<file path="config.mk">
export PLATFORM = sky130hd
export DESIGN_NAME = sonar_medidor_hcsr04
export DESIGN_NICKNAME = d
export VERILOG_FILES = /design/src/rtl/sonar_medidor_hcsr04_pkg.sv /design/src/rtl/sonar_medidor_hcsr04_contador_bcd_3dig.sv /design/src/rtl/sonar_medidor_hcsr04.sv
export SDC_FILE = /design/constraint.sdc
export NUM_CORES = 1
export LEC_CHECK = 0
export BUFFER_PORTS_ARGS = -buffer_cell sky130_fd_sc_hd__buf_2
export CAP_MARGIN = 20
export CORE_ASPECT_RATIO = 1.2
export CORE_UTILIZATION = 35
export DETAILED_ROUTE_END_ITERATION = 10
export GPL_TIMING_DRIVEN = 0
export PLACE_DENSITY = 0.51
export REMOVE_ABC_BUFFERS = 1
export SYNTH_ARGS = -nofsm -noshare
export SYNTH_HDL_FRONTEND = slang
export SYNTH_SLANG_ARGS = --single-unit
</file>
<file path="constraint.sdc">
create_clock -name clock -period 5.8 [get_ports clock]
set_input_delay 0.58 -clock clock [delete_from_list [all_inputs] [get_ports clock]]
set_output_delay 0.58 -clock clock [all_outputs]
set_load 0.05 [all_outputs]
</file>
<file path="src/rtl/sonar_medidor_hcsr04_pkg.sv">
// Shared definitions for the HC-SR04 ranging front-end.
// Holds the FSM state codes, which the display side also decodes, and the
// default 50 MHz-derived timing constants. It also provides a saturating
// 3-digit BCD increment helper.
package sonar_medidor_hcsr04_pkg;

  // State codes are fixed because db_estado drives the hexa7seg debug display.
  typedef enum logic [3:0] {
    INICIAL       = 4'h0,
    PREPARA       = 4'h1,
    ENVIA_TRIGGER = 4'h2,
    ESPERA_ECHO   = 4'h3,
    MEDINDO       = 4'h4,
    ARMAZENA      = 4'h5,
    FINAL         = 4'h6,
    ERRO          = 4'hF
  } estado_t;

  // Defaults for a 50 MHz clock.
  localparam int DEF_TRIGGER_CYCLES = 500;        // 10 us
  localparam int DEF_CM_CYCLES      = 2941;       // 58.82 us per cm
  localparam int DEF_ECHO_TIMEOUT   = 2_500_000;  // 50 ms
  localparam int DEF_SYNC_STAGES    = 2;

  localparam int BCD_W = 12;

  // Add one to a 3-digit BCD value. Each digit wraps 9->0 with a carry.
  // The value saturates at 999 rather than rolling over to 000.
  function automatic logic [BCD_W-1:0] bcd_inc_sat(input logic [BCD_W-1:0] v);
    logic [BCD_W-1:0] r;
    r = v;
    if (v != 12'h999) begin
      if (v[3:0] != 4'd9) begin
        r[3:0] = v[3:0] + 4'd1;
      end else begin
        r[3:0] = 4'd0;
        if (v[7:4] != 4'd9) begin
          r[7:4] = v[7:4] + 4'd1;
        end else begin
          r[7:4]  = 4'd0;
          r[11:8] = v[11:8] + 4'd1;  // hundreds cannot be 9 here, 999 excluded above
        end
      end
    end
    return r;
  endfunction

endpackage

</file>
<file path="src/rtl/sonar_medidor_hcsr04_contador_bcd_3dig.sv">
// Three-digit saturating BCD counter used to accumulate whole centimetres.
// Ports: clock, reset (async active-low), zera_i (sync clear, wins over count),
//        conta_i (increment by one, saturating at 999), bcd_o {centenas,dezenas,unidades}.
// Latency: bcd_o reflects zera_i/conta_i one clock after they are sampled.
module sonar_medidor_hcsr04_contador_bcd_3dig
  import sonar_medidor_hcsr04_pkg::*;
(
  input  logic             clock,
  input  logic             reset,
  input  logic             zera_i,
  input  logic             conta_i,
  output logic [BCD_W-1:0] bcd_o
);

  logic [BCD_W-1:0] bcd_q;
  logic [BCD_W-1:0] bcd_d;

  always_comb begin
    bcd_d = bcd_q;
    if (zera_i) begin
      bcd_d = '0;
    end else if (conta_i) begin
      bcd_d = bcd_inc_sat(bcd_q);
    end
  end

  always_ff @(posedge clock or negedge reset) begin
    if (!reset) begin
      bcd_q <= '0;
    end else begin
      bcd_q <= bcd_d;
    end
  end

  assign bcd_o = bcd_q;

endmodule

</file>
<file path="src/rtl/sonar_medidor_hcsr04.sv">
// HC-SR04 front-end. On a medir request it fires the trigger pulse and times
// the echo, then reports the distance in cm as 3 BCD digits with a one-cycle
// pronto pulse. On a timeout, erro pulses together with pronto instead.
// Ports: clock, reset (async active-low), medir (request pulse, only honoured when idle),
//        echo (raw async sensor input), trigger, medida[11:0] (BCD cm), pronto, erro,
//        db_estado[3:0] (current state code). Every output comes from a register.
module sonar_medidor_hcsr04
  import sonar_medidor_hcsr04_pkg::*;
#(
  parameter int TRIGGER_CYCLES = DEF_TRIGGER_CYCLES,
  parameter int CM_CYCLES      = DEF_CM_CYCLES,
  parameter int ECHO_TIMEOUT   = DEF_ECHO_TIMEOUT,
  parameter int SYNC_STAGES    = DEF_SYNC_STAGES
) (
  input  logic             clock,
  input  logic             reset,
  input  logic             medir,
  input  logic             echo,
  output logic             trigger,
  output logic [BCD_W-1:0] medida,
  output logic             pronto,
  output logic             erro,
  output logic [3:0]       db_estado
);

  // The state-time counter serves both the trigger width and the echo timeouts.
  localparam int CNT_MAX = (ECHO_TIMEOUT > TRIGGER_CYCLES) ? ECHO_TIMEOUT : TRIGGER_CYCLES;
  localparam int CNT_W   = $clog2(CNT_MAX + 1);
  localparam int TICK_W  = (CM_CYCLES > 2) ? $clog2(CM_CYCLES) : 1;

  localparam logic [CNT_W-1:0]  TRIG_LAST = CNT_W'(TRIGGER_CYCLES - 1);
  localparam logic [CNT_W-1:0]  TO_LAST   = CNT_W'(ECHO_TIMEOUT - 1);
  localparam logic [TICK_W-1:0] TICK_LAST = TICK_W'(CM_CYCLES - 1);
  localparam logic [TICK_W-1:0] TICK_HALF = TICK_W'(CM_CYCLES / 2);

  estado_t           state_q, state_d;
  logic [CNT_W-1:0]  cnt_q, cnt_d;
  logic [TICK_W-1:0] tick_q, tick_d;
  logic [SYNC_STAGES-1:0] sync_q;
  logic              echo_s;
  logic              cm_wrap;
  logic [BCD_W-1:0]  bcd_cm;

  logic             trigger_q, trigger_d;
  logic             pronto_q, pronto_d;
  logic             erro_q, erro_d;
  logic [BCD_W-1:0] medida_q, medida_d;

  // ---------------------------------------------------------------------------
  // Echo synchroniser: raw echo is only ever used after the last stage.
  // ---------------------------------------------------------------------------
  always_ff @(posedge clock or negedge reset) begin
    if (!reset) begin
      sync_q <= '0;
    end else begin
      sync_q <= {sync_q[SYNC_STAGES-2:0], echo};
    end
  end

  assign echo_s = sync_q[SYNC_STAGES-1];

  // ---------------------------------------------------------------------------
  // FSM: state register
  // ---------------------------------------------------------------------------
  always_ff @(posedge clock or negedge reset) begin
    if (!reset) begin
      state_q <= INICIAL;
    end else begin
      state_q <= state_d;
    end
  end

  // ---------------------------------------------------------------------------
  // FSM: next state
  // ---------------------------------------------------------------------------
  always_comb begin
    state_d = state_q;
    unique case (state_q)
      INICIAL:       if (medir) state_d = PREPARA;
      PREPARA:       state_d = ENVIA_TRIGGER;
      ENVIA_TRIGGER: if (cnt_q == TRIG_LAST) state_d = ESPERA_ECHO;
      ESPERA_ECHO: begin
        // A level test rather than an edge test, so an echo that is already
        // high on entry starts the measurement on the very next cycle.
        if (echo_s)                state_d = MEDINDO;
        else if (cnt_q == TO_LAST) state_d = ERRO;
      end
      MEDINDO: begin
        if (!echo_s)               state_d = ARMAZENA;
        else if (cnt_q == TO_LAST) state_d = ERRO;
      end
      ARMAZENA:      state_d = FINAL;
      FINAL:         state_d = INICIAL;
      ERRO:          state_d = INICIAL;
      default:       state_d = INICIAL;
    endcase
  end

  // ---------------------------------------------------------------------------
  // FSM: registered outputs
  // pronto/erro are decoded from the next state, so their pulses line up
  // exactly with the FINAL/ERRO cycle. trigger is decoded from the current
  // state, which delays it by one edge: it rises on the second edge after
  // medir is taken and stays high for exactly TRIGGER_CYCLES clocks.
  // ---------------------------------------------------------------------------
  always_comb begin
    trigger_d = (state_q == ENVIA_TRIGGER);
    pronto_d  = (state_d == FINAL) || (state_d == ERRO);
    erro_d    = (state_d == ERRO);
    medida_d  = medida_q;
    if (state_q == ARMAZENA) begin
      // Round half-up on the partial centimetre left in the tick counter.
      medida_d = (tick_q >= TICK_HALF) ? bcd_inc_sat(bcd_cm) : bcd_cm;
    end
  end

  always_ff @(posedge clock or negedge reset) begin
    if (!reset) begin
      trigger_q <= 1'b0;
      pronto_q  <= 1'b0;
      erro_q    <= 1'b0;
      medida_q  <= '0;
    end else begin
      trigger_q <= trigger_d;
      pronto_q  <= pronto_d;
      erro_q    <= erro_d;
      medida_q  <= medida_d;
    end
  end

  // ---------------------------------------------------------------------------
  // Time spent in the current state. The counter restarts on every state
  // change and is parked at zero while idle.
  // ---------------------------------------------------------------------------
  always_comb begin
    if ((state_d != state_q) || (state_q == INICIAL)) begin
      cnt_d = '0;
    end else begin
      cnt_d = cnt_q + 1'b1;
    end
  end

  // ---------------------------------------------------------------------------
  // Centimetre tick counter. It only runs while MEDINDO sees echo high. The
  // cycle that moves ESPERA_ECHO to MEDINDO is therefore not counted, and an
  // echo N clocks wide accumulates N-1 ticks.
  // ---------------------------------------------------------------------------
  assign cm_wrap = (state_q == MEDINDO) && echo_s && (tick_q == TICK_LAST);

  always_comb begin
    tick_d = tick_q;
    if (state_q == PREPARA) begin
      tick_d = '0;
    end else if ((state_q == MEDINDO) && echo_s) begin
      tick_d = cm_wrap ? '0 : tick_q + 1'b1;
    end
  end

  always_ff @(posedge clock or negedge reset) begin
    if (!reset) begin
      cnt_q  <= '0;
      tick_q <= '0;
    end else begin
      cnt_q  <= cnt_d;
      tick_q <= tick_d;
    end
  end

  sonar_medidor_hcsr04_contador_bcd_3dig u_contador (
    .clock   (clock),
    .reset   (reset),
    .zera_i  (state_q == PREPARA),
    .conta_i (cm_wrap),
    .bcd_o   (bcd_cm)
  );

  assign trigger   = trigger_q;
  assign pronto    = pronto_q;
  assign erro      = erro_q;
  assign medida    = medida_q;
  assign db_estado = state_q;

endmodule

</file>
# Word level (Yosys, flattened, before mapping)
# Cells that the tools add are included.
[op_classes]
n_addsub = 5
magnitude_cmp = 1
n_eq_ne = 14
mux = 18
n_reduce_logical = 7
[op_table]
columns = ["operator", "count"]
rows = [
  ["$mux W12", 7],
  ["$mux W4", 8],
  ["$pmux W4 S6", 1],
  ["$add A22 B1 Y22 const B", 1],
  ["$eq A22 B22 Y1 const B", 1],
  ["$eq A22 B9 Y1 const B", 1],
  ["$mux W22", 1],
  ["$add A12 B1 Y12 const B", 1],
  ["$add A4 B1 Y4 const B", 3],
  ["$eq A12 B12 Y1 const B", 1],
  ["$eq A4 B3 Y1 const B", 3],
  ["$ge A12 B11 Y1 const B", 1],
  ["$ne A12 B12 Y1 const B", 1],
  ["$eq A4 B2 Y1 const B", 2],
  ["$mux W8", 1],
  ["$ne A4 B4 Y1 const B", 2],
  ["$eq A4 B1 Y1 const B", 1],
  ["$eq A4 B4 Y1 const B", 1],
  ["$logic_not A4 Y1", 1],
  ["$ne A4 B4 Y1", 1],
  ["$reduce_bool A2 Y1", 2],
  ["$logic_and A1 B1 Y1", 2],
  ["$logic_or A1 B1 Y1", 2],
]
[totals]
ff_bits = 67
in_bits = 4
out_inout_bits = 19
word_cells = 54

# Longest topological paths before layout
# Gate-level depths: netlist of the first run.
[logic_depth]
ltp_word = 7
depth_mapped = 8
mapped_depth_nobuf = 7

# Cells and area by module
# Synthesis of the first run repeated with hierarchy kept, for this count alone.
[unflattened]
cells_unflattened = 422
hier_area_um2 = 4127.7
[by_module_without_submodules]
columns = ["mod", "instances", "cells_per_inst", "area_per_inst_um2", "seq_area_each_um2"]
rows = [
  ["sonar_medidor_hcsr04", 1, 341, 3352.0, 1376.3],
  ["sonar_medidor_hcsr04_contador_bcd_3dig", 1, 81, 775.7, 300.3],
]

# Worst setup path after synthesis of the first run
# Ideal clock, no wire load.
[synth_path]
kind = "register to register"
from = "register state_q[2] (netlist: db_estado[2])"
to = "register u_contador.bcd_q[1] (netlist: u_contador.bcd_o[1])"
setup_ns = 0.064
arrival_time_ns = 2.043
required_ns = 5.736
slack_ns = 3.693
stages_incl_launch_ff = 8
n_path_buf = 2
synth_period_minus_slack_ns = 2.107
cell_sequence = "dfrtp_1 buf_2 and3b_1 nand4_1 or2_2 clkbuf_1 nor4_1 a21o_1"
[synth_between]
elab_chain_len = 4
elab_cells_between_ends = 6
cone_classes = "2 x eq/ne; 1 x mux; 3 x reduce/logical"
[synth_rtl]
columns = ["element", "line", "source"]
rows = [
  ["from (decl)", "sonar_medidor_hcsr04.sv:36", "estado_t state_q, state_d;"],
  ["from (signal assigned)", "sonar_medidor_hcsr04.sv:69", "state_q <= state_d;"],
  ["$eq A4 B3 Y1", "sonar_medidor_hcsr04.sv:148", "assign cm_wrap = (state_q == MEDINDO) && echo_s && (tick_q == TICK_LAST);"],
  ["$logic_and A1 B1 Y1 (2 in series)", "sonar_medidor_hcsr04.sv:148", ""],
  ["$reduce_bool A2 Y1 (no source line)", "n/a", ""],
  ["to (signal assigned)", "sonar_medidor_hcsr04_contador_bcd_3dig.sv:29", "bcd_q <= '0;"],
  ["to (signal assigned)", "sonar_medidor_hcsr04_contador_bcd_3dig.sv:31", "bcd_q <= bcd_d;"],
  ["to (decl)", "sonar_medidor_hcsr04_contador_bcd_3dig.sv:15", "logic [BCD_W-1:0] bcd_q;"],
]
# Parallel ways exist; a longest one is shown, timed or not.
# A chain may end at the register's enable or synchronous reset.

# Final worst setup path of the first run
[layout_path]
from = "register cnt_q[0]"
to = "register cnt_q[9]"
[layout_between]
elab_chain_len = 7
elab_cells_between_ends = 11
cone_classes = "1 x add/sub; 3 x eq/ne; 6 x mux; 1 x reduce/logical"
[layout_rtl]
columns = ["element", "line", "source"]
rows = [
  ["from (decl)", "sonar_medidor_hcsr04.sv:37", "logic [CNT_W-1:0] cnt_q, cnt_d;"],
  ["from (signal assigned)", "sonar_medidor_hcsr04.sv:164", "cnt_q <= cnt_d;"],
  ["$eq A22 B22 Y1", "sonar_medidor_hcsr04.sv:86, sonar_medidor_hcsr04.sv:90", ""],
  ["$mux W4", "sonar_medidor_hcsr04.sv:86, sonar_medidor_hcsr04.sv:90", ""],
  ["$mux W4 (on tied branches)", "sonar_medidor_hcsr04.sv:89, sonar_medidor_hcsr04.sv:85", ""],
  ["$pmux W4 S6", "sonar_medidor_hcsr04.sv:78", "unique case (state_q)"],
  ["$ne A4 B4 Y1", "sonar_medidor_hcsr04.sv:136", "if ((state_d != state_q) || (state_q == INICIAL)) begin"],
  ["$logic_or A1 B1 Y1", "sonar_medidor_hcsr04.sv:136", ""],
  ["$mux W22 (*)", "sonar_medidor_hcsr04.sv:136", ""],
  ["via cnt_d[9]", "sonar_medidor_hcsr04.sv:37", ""],
]
# Mark *: on every way through the listed nets, which the timed path passes. The rest lies on a longest branch.

==> summary by stage, run 1 <==
Logic synthesis
The number of storage elements in the synthesis netlist is 67. A synthesized cell averages 9.55 um^2. In the synthesized netlist, the cells that appear most often are sky130_fd_sc_hd__dfrtp_1, sky130_fd_sc_hd__nor2_1, sky130_fd_sc_hd__nor4_1.

By area the synthesized netlist is led by sky130_fd_sc_hd__dfrtp_1, sky130_fd_sc_hd__xnor2_1, sky130_fd_sc_hd__nor2_1. Of all flip-flops after synthesis, the portion carrying an async set or reset was 100%. The number of synthesized flops with an enable pin is 0. By instance count, the leading cell after synthesis is sky130_fd_sc_hd__dfrtp_1. After synthesis the cells add up to between 0.003 and 0.004 mm^2. Summed over its instances, the top area cell type makes up 44.2% of the synthesized netlist area. The total number of yosys warnings is 0.

The sequential share of the synthesized area is 44.2%. In the synthesized netlist the dominant register cell turns out to be sky130_fd_sc_hd__dfrtp_1. The distinct cell type count of the synthesized netlist is 58. The synthesized instance count is 397.

sky130_fd_sc_hd__dfrtp_1 takes more of the synthesized area than any other cell.

Setup path
STA puts the critical path data required time at 5.97 ns. The worst register-to-register path has a setup slack of 3.24 ns. The cell with the largest stage delay on the worst path is sky130_fd_sc_hd__a31oi_4. The critical path capture point type is a register. In this design, the stage delay of the slowest critical-path cell is 0.66 ns. The timing startpoint of the critical path is cnt_q[0]$_DFF_PN0_. Data arrives at the worst endpoint at 2.73 ns. The highest net fanout along the worst path is 22. The kind of start point of the critical path is a register. The worst setup path is of the register to register kind.

The worst reg-to-reg path cell count is 6. The critical path goes through ha_1, nand3_2, nor4_1, a31oi_1, a31oi_4, nor4_1. The launching point of the worst reg2reg path is cnt_q[0]$_DFF_PN0_. The cell that appears most often on the critical path is sky130_fd_sc_hd__nor4_1.

Floorplanning
In this run the standard cell core region covers about 0.011 mm^2. Once the floorplan was initialized, standard cells occupied 36.0% of the core. The total I/O pin count is 23. The floorplan row count is 41. The die area is approximately 0.011 mm^2. Measured along the y axis, the die boundary spans 116 um. The die width is 97.0 um.

Drt
Summing over every cut layer, the via total after detailed routing is 2,928. The detailed-route wire length per cell is 15.0 um. The first-pass iteration count of the detailed router is 4. Once detail routing completed, the nets flagged for antenna violations numbered 0. The routed wire length is approximately 8.2 mm.

After detailed routing, the number of remaining DRC violations is 0. In the routed layout, each cell is associated on average with a via count of 5.33. For this block, the initial DRC count from the detailed router was 104.

STA
The clock tree skew after final layout is 0.00247 ns. For the pin with the worst max-slew slack, the measured transition is just over 0.8 ns. For the final routed database, the setup TNS stands at 0 ns.

The max-slew violation count was 0. In the finished design, the share of the clock period the worst path needs comes to 44.1%. The total count of hold-check failures in the final report came to 0. The maximum clock rate is 391 MHz. Across all hold checks on the routed design, the worst slack comes to 0.273 ns. Setup repair after global routing left no endpoint under its margin. The number of setup violations in the final report is 0. The time the worst path needs with I/O delays and setup is about 2.6 ns.

The worst max-slew margin expressed relative to the limit is 46.0%.

Clock tree
The count of H-tree levels built during CTS is 3. The count of buffers added by post-CTS timing repair for setup is 0. After clock tree synthesis, the clock-pin slew on the worst setup and hold paths is ~0.050 ns. The clock latency reported for the late side of the worst-skew pair is 0.32 ns.

CTS saw 67 sinks. The clock buffer count from CTS is 9. The longest clock path from root to sink contains 2 buffers. In this run, post-CTS repair resized a total of 0 instances. Clock tree synthesis selected as its root buffer the cell sky130_fd_sc_hd__clkbuf_16.

TritonCTS built the clock tree. The cts-stage hold buffer count is 0.

Place
The count of buffers added on input and output ports is 22. Once placement completed, the tool counted placed cells totaling 533. At the end of routability-driven placement, the weighted congestion stood at approximately 0.75. The half-perimeter wire length of the detailed placement result is 5.60 mm.

Once placement finished, the instance area stood at 0.00403 mm^2.

Global routing
Global routing finished with a remaining overflow of 0. After global routing, the most crowded layer is met2. The global-route wire length before repair is 14.4 mm. The number of antenna violations at the first check in global routing is 0.

The routing usage on met1 is 18.8%. The largest net degree at the start of global routing is about 70. In the global route stage, met3 resource usage came out at 3.50%.

For met2 alone, demand over resource in global routing was between 20 and 30%. The number of global-route vias before repair was 2,980. In the global route stage, overall resource usage came out at 15.8%.

Finish
For this run, the number of standard cells in the final layout without fillers is roughly 550. The end-of-flow core utilization is 41.2%. The antenna diode count is 0. In the final design database the tool counted about 430 nets. The post-synthesis to final-layout area growth is 14.4%. The fraction of layout instances using a drive strength above 1 is between 15 and 20%. The post-route cell area is 0.00434 mm^2.

Power and ir drop
The largest vdd supply drop is 0.152 mV. In this run the power density over the cells is approximately 220 mW/mm^2. In this run the static leakage power is 0.00185 uW.

Hold path
The min-delay analysis places its worst path in the category primary input to async pin.

Flow run
The tool flagged a number of max-cap violations equal to 0.

Run status
The run finished with clean final reports.
## critical path, delay by kind of cell (launching register included)
| family | cells | cell delay (ns) |
|---|---|---|
| AOI/OAI and AO/OA | 2 | 0.89 |
| DFF | 1 | 0.38 |
| adders and majority gates | 1 | 0.24 |
| and+or+nand+nor | 3 | 0.88 |
## per-layer routing
metal	vias to the layer above	part of all wire, %
li1	1482	-
met4	0	0.98
met1	1412	45
met3	5	3.1
met2	29	51
met5	-	0
## path summary, 6_finish.rpt
| check | endpoint |
|---|---|
| max reg2reg | cnt_q[9]$_DFF_PN0_ |
| max in group asynchronous | erro$_DFF_PN0_ |
| min in group clock | sync_q[1]$_DFF_PN0_ |
| max | cnt_q[9]$_DFF_PN0_ |
| min | medida[8]$_DFFE_PN0N_ |
| min reg2reg | sync_q[1]$_DFF_PN0_ |
## report_power, final
part	switching (uW)	internal [uW]
sequential	0.777	469
clock	185	305
combinational	10.1	3.23
total	196	777
## layout by cell type (no fill, tap or decap), types with 3 or more instances in the layout
master | netlist | routed
sky130_fd_sc_hd__mux2i_1 | 6 | 6
sky130_fd_sc_hd__nor2_1 | 43 | 43
sky130_fd_sc_hd__and2_1 | 4 | 4
sky130_fd_sc_hd__nand3_1 | 16 | 16
sky130_fd_sc_hd__a31oi_1 | 7 | 7
sky130_fd_sc_hd__nand3b_1 | 3 | 3
sky130_fd_sc_hd__and3b_1 | 3 | 3
sky130_fd_sc_hd__mux2_2 | 3 | 3
sky130_fd_sc_hd__buf_2 | 4 | 21
sky130_fd_sc_hd__nor3_1 | 7 | 7
sky130_fd_sc_hd__nand2_1 | 23 | 23
sky130_fd_sc_hd__nor4_2 | 3 | 3
sky130_fd_sc_hd__nor2b_1 | 4 | 4
sky130_fd_sc_hd__nor3_2 | 3 | 3
sky130_fd_sc_hd__a21oi_1 | 19 | 19
sky130_fd_sc_hd__xnor2_1 | 20 | 20
sky130_fd_sc_hd__inv_1 | 16 | 16
sky130_fd_sc_hd__or3_1 | 7 | 7
sky130_fd_sc_hd__nor3b_1 | 6 | 6
sky130_fd_sc_hd__nor4_1 | 25 | 25
sky130_fd_sc_hd__and4_1 | 5 | 5
sky130_fd_sc_hd__a21o_1 | 5 | 5
sky130_fd_sc_hd__clkbuf_16 | 0 | 9
sky130_fd_sc_hd__or2_2 | 3 | 3
sky130_fd_sc_hd__ha_1 | 6 | 6
sky130_fd_sc_hd__clkinv_2 | 0 | 3
sky130_fd_sc_hd__xor2_1 | 11 | 11
sky130_fd_sc_hd__nand4_1 | 8 | 8
sky130_fd_sc_hd__o31ai_1 | 3 | 3
sky130_fd_sc_hd__o21ai_0 | 18 | 18
sky130_fd_sc_hd__dfrtp_1 | 67 | 67
## logic make-up after synthesis
logic type                 count (synthesis)  synth area share (%)
and+or+nand+nor                          182                  28.5
AOI/OAI and AO/OA                         68                  11.6
DFF                                       67                  44.2
buffers and inverters                     34                  4.09
xor gates and xnor gates                  31                  7.16
muxes                                      9                  2.48
adders and majority gates                  6                  1.98
## metrics by stage
stage / total power, uW / worst slack (ns)
floorplan: 478 / 2.91
global placement: 489 / 1.85
detailed placement: 492 / 3.00
CTS: 990 / 3.00
global route: 1010 / 2.94
finish: 972 / 3.24
## cell type report
class	count	area, um^2
flip-flops and latches	67	1680
fillers	1036	6180
repair buffers	27	205
well taps	129	161
inverters	16	60.1
multi-input cells	296	1970
clock inverters	3	15.0
clock buffers	11	253
## flip-flops by register name, indices dropped and copies added (netlist names)
name / flops
tick_q: 12
sync_q: 2
cnt_q: 22
erro: 1
db_estado: 4
medida: 12
u_contador.bcd_o: 12
trigger: 1
pronto: 1
Note: power is estimated with default switching activity, not from simulation.
==> inputs of run 2 (changes only) <==
--- a/config.mk
+++ b/config.mk
@@ -5,6 +5,7 @@
 export SDC_FILE = /design/constraint.sdc
 export NUM_CORES = 1
 export LEC_CHECK = 0
+export ABC_AREA = 1
 export BUFFER_PORTS_ARGS = -buffer_cell sky130_fd_sc_hd__buf_2
 export CAP_MARGIN = 20
 export CORE_ASPECT_RATIO = 1.2
==> constraint.sdc (replaced) <==
create_clock -name clock -period 2.6 [get_ports clock]
set_input_delay 0.26 -clock clock [delete_from_list [all_inputs] [get_ports clock]]
set_output_delay 0.26 -clock clock [all_outputs]
set_load 0.05 [all_outputs]
==> run 2 against run 1 <==
  * Total power is 140% higher
  * Fmax is 15% higher
  * Clock power grew to 2.6 times the previous value
==> summary by stage, run 2 <==
Setup path
The worst setup path is launched from a register. The critical setup path kind is register to register. The arrival time of the worst setup path is 2.43 ns (-0.30 ns). In this run the critical register-to-register path is launched from db_estado[2]$_DFF_PN0_.

The highest net fanout along the worst path is 22 (unchanged). The data required time of the worst path is 2.80 ns (-3.17 ns). The cell with the largest stage delay on the worst path is sky130_fd_sc_hd__inv_1. Traced cell by cell, the critical path runs through inv_2, nor2_4, nand3_2, inv_1, nor3_2, nand3_2, nand2_1, nand3_4, nor2_1.

The most critical setup path has its startpoint at db_estado[2]$_DFF_PN0_. The critical path capture point type is a register. The maximum cell stage delay along the critical path is 0.46 ns (-0.20 ns). By instance count, the cell type seen most on the critical path is sky130_fd_sc_hd__nand3_2.

Global routing
The number of global-route vias before repair is 3,026 (+1.5%). The all-layer global routing usage is 16.1% (+0.35 points). The aggregate global routing overflow is 0 (unchanged).

The global-route wire length before repair is 14.6 mm (+1.1%). The largest net degree at the start of global routing was 68 (unchanged). The number of antenna violations at the first check in global routing is 0 (unchanged).

Floorplanning
The initial core utilization is 36.1% (about the same). The total I/O pin count is 23 (unchanged). The floorplan row count is 41 (unchanged). The core box area is 0.0106 mm^2 (+0.49%). The die width was 97.3 um (+0.28%). The height of the die came to 116 um (+0.28%). The die area was 0.0113 mm^2 (+0.55%).

Finish
The end-of-flow core utilization is 41.2% (-0.046 points). Leaving out fill and tap cells, the most frequent cell in the layout is sky130_fd_sc_hd__nand2_1. In the layout the commonest cells are sky130_fd_sc_hd__nand2_1, sky130_fd_sc_hd__dfrtp_1, sky130_fd_sc_hd__nor2_1. The fraction of layout instances using a drive strength above 1 is 16.3% (+0.83 points). More flip-flops sit in one register than any other, and that register is cnt_q. The post-synthesis to final-layout area growth is 14.2%. The flip-flop count of the largest register after layout is 22 (unchanged). The net total in the final layout is 520 (+22%). The antenna diode count was 0 (unchanged).

Place
The half-perimeter wire length of the detailed placement result came to 5.91 mm (+5.6%). The number of buffers added on ports came to 22 (unchanged). The routability congestion estimate was 0.816 (+9.5%).

STA
Setup repair after global routing left no endpoint under its margin. The maximum clock rate came to 449 MHz (+15%). The worst max-slew margin expressed relative to the limit came to 43.2% (-2.8 points). The portion of the clock cycle consumed by the worst path in the final layout is 85.7% (+42 points). The max-slew violation count was 0 (unchanged). The aggregate negative setup slack came to 0 ns (unchanged). The number of setup violations in the final report was 0 (unchanged). The time the worst path needs with I/O delays and setup is 2.23 ns (-0.329 ns). The total count of hold-check failures in the final report was 0 (unchanged).

The clock tree skew after final layout is 0.00644 ns (+0.00398 ns). The slew at the pin closest to its max-slew limit is 0.852 ns (+0.0451 ns).

Logic synthesis
The number of storage elements in the synthesis netlist is 67 (unchanged). The sequential share of the synthesized area is 44.0% (-0.25 points). The biggest area consumer among synthesized cells is sky130_fd_sc_hd__dfrtp_1.

The total number of yosys warnings is 0 (unchanged). The distinct cell type count of the synthesized netlist is 36 (-38%). In the post-synthesis netlist, the cell with the most instances is sky130_fd_sc_hd__nand2_1.

The share of flip-flops with an asynchronous set or reset is 100% (unchanged). The number of synthesized flops with an enable pin is 0 (unchanged). By count the netlist is led by sky130_fd_sc_hd__nand2_1, sky130_fd_sc_hd__dfrtp_1, sky130_fd_sc_hd__nor2_1. The synthesized instance count is 485 (+22%). The mean post-synth cell area is 7.86 um^2 (-18%). Ranked by total cell area, the synthesized netlist is headed by sky130_fd_sc_hd__dfrtp_1, sky130_fd_sc_hd__nand2_1, sky130_fd_sc_hd__nor2_1. The area fraction of the dominant cell type after synthesis is 44.0% (-0.25 points). The most frequently used flop master after synthesis is sky130_fd_sc_hd__dfrtp_1.

The synthesized area is 0.00381 mm^2 (+0.56%).

Hold path
The startpoint identified for the worst hold timing path is echo. The class of the tightest hold or removal check is primary input to register.

Drt
The first-pass iteration count of the detailed router is 5 (+1). The number of violations reported at the end of detailed-routing iteration 0 was 101 (-2.9%). The final antenna-violating net count is 0 (unchanged).

The vias after detailed routing is 3,125 (+6.7%). The count of unresolved DRC violations after routing is 0 (unchanged). The number of vias per cell was 4.85 (-9.0%).

The detailed-route wire length per cell is 13.0 um (-14%). The routed wire length is 8.35 mm (+1.2%).

Clock tree
The post-cts resize count is 0 (unchanged). The count of buffers added by post-CTS timing repair for setup is 0 (unchanged). The clock edge transition at the registers on the reported setup and hold paths is 0.06 ns (about the same). The buffer cell driving the clock tree root is sky130_fd_sc_hd__clkbuf_16. The clock buffer count from CTS is 9 (unchanged).

The clock tree buffer depth is 2 (unchanged). The cts-stage hold buffer count is 0 (unchanged). The count of clock tree sinks is 67 (unchanged). The clock latency reported for the late side of the worst-skew pair is 0.33 ns (about the same). The count of H-tree levels built during CTS is 3 (unchanged). TritonCTS built the clock tree.

Flow run
The number of max-capacitance violations reported was 0 (unchanged).

Power and ir drop
The power density over cell area was 536 mW/mm^2 (+140%). The largest vdd supply drop is 0.348 mV (+130%). The total power draw is 2330 uW (+140%). The leakage power total is 0.00213 uW (+15%).

Run status
The flow ran to the end, and the final reports show no timing, DRC or antenna violations.
## run 2: changes by cell type after synthesis, moves of 9 or more
| cell | previous run | this run |
|---|---|---|
| sky130_fd_sc_hd__inv_1 | 16 | 55 |
| sky130_fd_sc_hd__a21oi_1 | 19 | 10 |
| sky130_fd_sc_hd__xnor2_1 | 20 | 4 |
| sky130_fd_sc_hd__nand3_1 | 16 | 29 |
| sky130_fd_sc_hd__nor2_1 | 43 | 62 |
| sky130_fd_sc_hd__inv_2 | 0 | 9 |
| sky130_fd_sc_hd__nor4_1 | 25 | 1 |
| sky130_fd_sc_hd__nand2_1 | 23 | 106 |
| sky130_fd_sc_hd__o21ai_0 | 18 | 32 |
| sky130_fd_sc_hd__clkbuf_1 | 10 | 1 |
| sky130_fd_sc_hd__nor2_2 | 0 | 16 |
## run 2: critical path: cells and delay by family, from the launching register on
family | cells | cell delay, ns
flip-flops | 1 | 0.43
AND/OR/NAND/NOR | 7 | 1.13
buffers and inverters | 2 | 0.52
## run 2: logic make-up after synthesis
group / count (synthesis) / share of synthesized area, %
xor+xnor: 22 / 5.06
compound gates: 59 / 8.31
buf+inv: 72 / 7.71
simple gates: 259 / 33.0
fa+ha+maj: 6 / 1.97
flops: 67 / 44.0
## run 2: metal layers
layer	wire length, um	global-route usage [%]	up-vias
met4	180	7.75	0
met1	4000	20.2	1461
li1	-	-	1609
met2	4000	27.6	40
met5	0	0	-
met3	169	2.51	15
## run 2: layout make-up
type	instances	area [um^2]
inverters	64	240
multi-input cells	346	1850
well taps	129	161
fillers	1093	6210
clock inverters	4	47.5
clock buffers	12	267
repair buffers	22	113
flip-flops and latches	67	1680
## run 2: path summary, 6_finish.rpt
kind                                          to  slack (ns)  cells after the start
max                          cnt_q[18]$_DFF_PN0_        0.37                      9
min                          sync_q[0]$_DFF_PN0_        0.03                      1
max reg2reg                  cnt_q[18]$_DFF_PN0_        0.37                      9
min reg2reg                  sync_q[1]$_DFF_PN0_        0.35                      0
max in group asynchronous     cnt_q[9]$_DFF_PN0_        2.01                      1
min in group asynchronous  tick_q[9]$_DFFE_PN0P_        0.05                      1
## run 2: power by group
group / switching [uW] / internal [uW] / total [uW]
clock: 447 / 817 / 1260
combinational: 21.0 / 2.33 / 23.3
sequential: 1.27 / 1040 / 1050
## run 2: metrics by stage
stage               worst slack [ns]  hold WS (ns)  cells  instance area (um^2)
floorplan                      0.479       -0.0356    477                  3760
global placement               0.201         0.337    628                  4030
detailed placement             0.152         0.337    628                  4030
CTS                            0.151        0.0249    644                  4350
global route                   0.108        0.0279    644                  4350
finish                         0.372        0.0322    644                  4350
==> inputs of run 3 (changes only) <==
--- a/config.mk
+++ b/config.mk
@@ -5,10 +5,10 @@
 export SDC_FILE = /design/constraint.sdc
 export NUM_CORES = 1
 export LEC_CHECK = 0
-export ABC_AREA = 1
 export BUFFER_PORTS_ARGS = -buffer_cell sky130_fd_sc_hd__buf_2
 export CAP_MARGIN = 20
-export CORE_ASPECT_RATIO = 1.2
+export CORE_ASPECT_RATIO = 0.5
+export CORE_MARGIN = 2
 export CORE_UTILIZATION = 35
 export DETAILED_ROUTE_END_ITERATION = 10
 export GPL_TIMING_DRIVEN = 0
==> run 3 against run 2 <==
  * Register-to-register slack worse by 0.097 ns
  * Critical path depth is 4 lower
  * Sequential power hardly changed
  * First-iteration DRC count is 21% higher
  * Sequential share of layout area is 0.14 points higher
  * Clock power is 17% lower
  * Clock-buffer cell count is 2 higher
  * Flip-flop and latch count stayed put
  * Global-route usage is 0.38 points lower
  * Critical path type unchanged
  * Critical endpoint is now cnt_q[3]$_DFF_PN0_
  * Highest routed layer unchanged
==> summary by stage, run 3 (same netlist as run 1, synthesis figures left out) <==
Global routing
The aggregate global routing overflow came to 0 (unchanged). The layer flagged by global routing as most heavily used is met2. The number of global-route vias before repair was 2,890 (-4.5%). The largest net degree at the start of global routing is 68 (unchanged). The met3 usage is 4.41% (+1.9 points). The global-route wire length before repair came to 14.6 mm (+0.38%). The global routing met2 resource utilization was 25.2% (-2.4 points).

The routing usage on met1 is 20.9% (+0.78 points). The all-layer global routing usage is 15.8% (-0.38 points). The number of antenna violations at the first check in global routing was 0 (unchanged).

Finish
Relative to the synthesized area, the layout overhead comes to 14.5%. The antenna diode count was 0 (unchanged). The flip-flop count of the largest register after layout is 22 (unchanged).

The end-of-flow core utilization is 41.8% (+0.63 points). Ranked by flip-flop count, first place goes to cnt_q. In the layout the commonest cells are sky130_fd_sc_hd__dfrtp_1, sky130_fd_sc_hd__nor2_1, sky130_fd_sc_hd__nor4_1. The fraction of layout instances using a drive strength above 1 is 14.8% (-1.5 points). The most common cell after layout, fill and taps aside is sky130_fd_sc_hd__dfrtp_1. The number of filler instances in the final layout is 1,036 (-5.2%). The net total in the final layout was 427 (-18%).

Setup path
The worst reg-to-reg path cell count came to 5 (-4). The gate family responsible for the most delay along the worst path is simple AND/OR/NAND/NOR gates. The kind of start point of the critical path is a register.

The signal on the critical path passes through or4_4, nor3_2, nand4_1, a31oi_4, nor4_1. The arrival time of the worst setup path is 2.51 ns (+0.08 ns). The critical path is of the register to register type. The cell with the largest stage delay on the worst path is sky130_fd_sc_hd__or4_4. The worst reg2reg path endpoint is cnt_q[3]$_DFF_PN0_. The highest net fanout along the worst path was 11 (-50%). The buffering stage count on the worst path with inverters included is 0 (-2). The data required time of the worst path came to 2.78 ns (-0.02 ns). The launching point of the worst reg2reg path is cnt_q[12]$_DFF_PN0_. The maximum cell stage delay along the critical path is 0.58 ns (+0.12 ns). The worst setup path is captured at a register.

The reg2reg setup slack is 0.28 ns (-0.10 ns).

STA
The number of setup violations in the final report is 0 (unchanged). The total count of hold-check failures in the final report is 0 (unchanged). The portion of the clock cycle consumed by the worst path in the final layout is 89.4% (+3.7 points). The maximum clock rate is 430 MHz (-4.2%). The max-slew violation count is 0 (unchanged). The worst max-slew margin expressed relative to the limit was 39.4% (-3.8 points). The clock tree skew after final layout was 0.00251 ns (-0.00393 ns). Setup repair after global routing left no endpoint under its margin. The slew at the pin closest to its max-slew limit was 0.908 ns (+0.0563 ns). The time the worst path needs with I/O delays and setup is 2.32 ns (+0.0967 ns). The aggregate negative setup slack came to 0 ns (unchanged).

Clock tree
The buffer cell driving the clock tree root is sky130_fd_sc_hd__clkbuf_16. The count of clock tree sinks is 67 (unchanged). The clock latency reported for the late side of the worst-skew pair is 0.33 ns (about the same).

The clock buffer count from CTS is 9 (unchanged). The count of H-tree levels built during CTS came to 3 (unchanged). TritonCTS built the clock tree. The clock edge transition at the registers on the reported setup and hold paths is 0.05 ns (about the same). The clock tree buffer depth is 2 (unchanged).

Drt
The detailed-route wire length per cell came to 15.1 um (+16%). The first-pass iteration count of the detailed router came to 4 (-1). The number of vias per cell is 5.26 (+8.4%). The vias after detailed routing is 2,947 (-5.7%). The routed wire length is 8.44 mm (+1.1%).

The count of unresolved DRC violations after routing came to 0 (unchanged). The number of violations reported at the end of detailed-routing iteration 0 came to 122 (+21%). The final antenna-violating net count is 0 (unchanged).

Power and ir drop
The leakage power total is 0.00182 uW (-15%). The total power draw was 2130 uW (-8.8%). The power density over cell area is 490 mW/mm^2 (-8.5%). The largest vdd supply drop is 0.298 mV (-14%).

Floorplanning
The total I/O pin count is 23 (unchanged). The height of the die is 77.6 um (-33%). The floorplan row count is 26 (-37%). The initial core utilization is 36.5% (+0.46 points). The die width was 151 um (+55%). The core box area is 0.0104 mm^2 (-1.8%). The die area came to 0.0117 mm^2 (+3.7%).

Run status
The run finished with clean final reports.

Hold path
The worst hold path belongs to the class primary input to register. The number of cells on the worst hold path came to 1 (unchanged). The critical hold path startpoint is echo. The capture endpoint of the worst hold path is sync_q[0]$_DFF_PN0_.

Place
The number of buffers added on ports came to 22 (unchanged). The half-perimeter wire length of the detailed placement result was 5.33 mm (-9.8%). The routability congestion estimate came to 0.712 (-13%).

Flow run
The number of max-capacitance violations reported is 0 (unchanged).
-- run 3: changes by cell type in the layout (fill, tap and decap cells not counted), sizes merged, moves of 16 or more --
cell,delta
nor4,+28
nor2,-41
inv,-48
o21ai,-19
nand3,-18
nand2,-86
xnor2,+16
-- run 3: cell type report --
cell class	count	area (um^2)	share of cell area, %
timing repair buffer	26	176	4.06
multi-input combinational	297	2010	46.2
inverter	16	60.1	1.38
sequential	67	1680	38.7
clock buffer	14	244	5.62
tap	140	175	4.04
-- run 3: worst register-to-register path: stages, from the launching register on --
cell and delay, ns:
sky130_fd_sc_hd__dfrtp_1 0.43, sky130_fd_sc_hd__or4_4 0.58, sky130_fd_sc_hd__nor3_2 0.23, sky130_fd_sc_hd__nand4_1 0.32, sky130_fd_sc_hd__a31oi_4 0.51, sky130_fd_sc_hd__nor4_1 0.12
-- run 3: timing repair --
action / CTS / global route
buffers inserted: 0 / 0
pin swaps: 0 / 1
gates resized for setup: 1 / 3
hold buffers: 1 / 0
setup endpoints to repair: 2 / 24
hold endpoints to repair: 67 / 0
cloned: 0 / 1
-- run 3: how the worst max path moves through the flow --
stage	slack, ns	startpoint	cells past startpoint	end
2_1_floorplan	-0.29	db_estado[3]$_DFF_PN0_	4	u_contador.bcd_o[5]$_DFFE_PN0P_
3_3_place_gp	-1.39	db_estado[3]$_DFF_PN0_	4	u_contador.bcd_o[5]$_DFFE_PN0P_
3_5_place_dp	-0.08	db_estado[3]$_DFF_PN0_	6	u_contador.bcd_o[9]$_DFFE_PN0P_
4_1_cts	0.04	cnt_q[0]$_DFF_PN0_	6	cnt_q[15]$_DFF_PN0_
5_1_grt	0.08	tick_q[1]$_DFFE_PN0P_	8	u_contador.bcd_o[9]$_DFFE_PN0P_
6_report	0.28	cnt_q[12]$_DFF_PN0_	5	cnt_q[3]$_DFF_PN0_
-- run 3: layer usage --
layer | vias to the layer above | share of wire (%)
li1 | 1488 | -
met1 | 1417 | 50
met2 | 31 | 46
met3 | 11 | 3.3
met4 | 0 | 1.3
met5 | - | 0
-- run 3: where the power goes --
group          internal [uW]  total [uW]  switching [uW]
Combinational           8.19        30.9            22.7
Sequential              1050        1050            1.76
Clock                    636        1050             415
Total                   1690        2130             439
-- run 3: per-stage QoR --
stage	setup slack, ns	cells	hold WS [ns]	cell area [um^2]
2_1_floorplan	-0.290	379	-0.0356	3690
3_3_place_gp	-1.39	541	0.331	3980
3_5_place_dp	-0.0777	544	0.297	4050
4_1_cts	0.0419	559	0.0198	4300
5_1_grt	0.0848	560	0.0241	4340
6_report	0.276	560	0.0342	4340
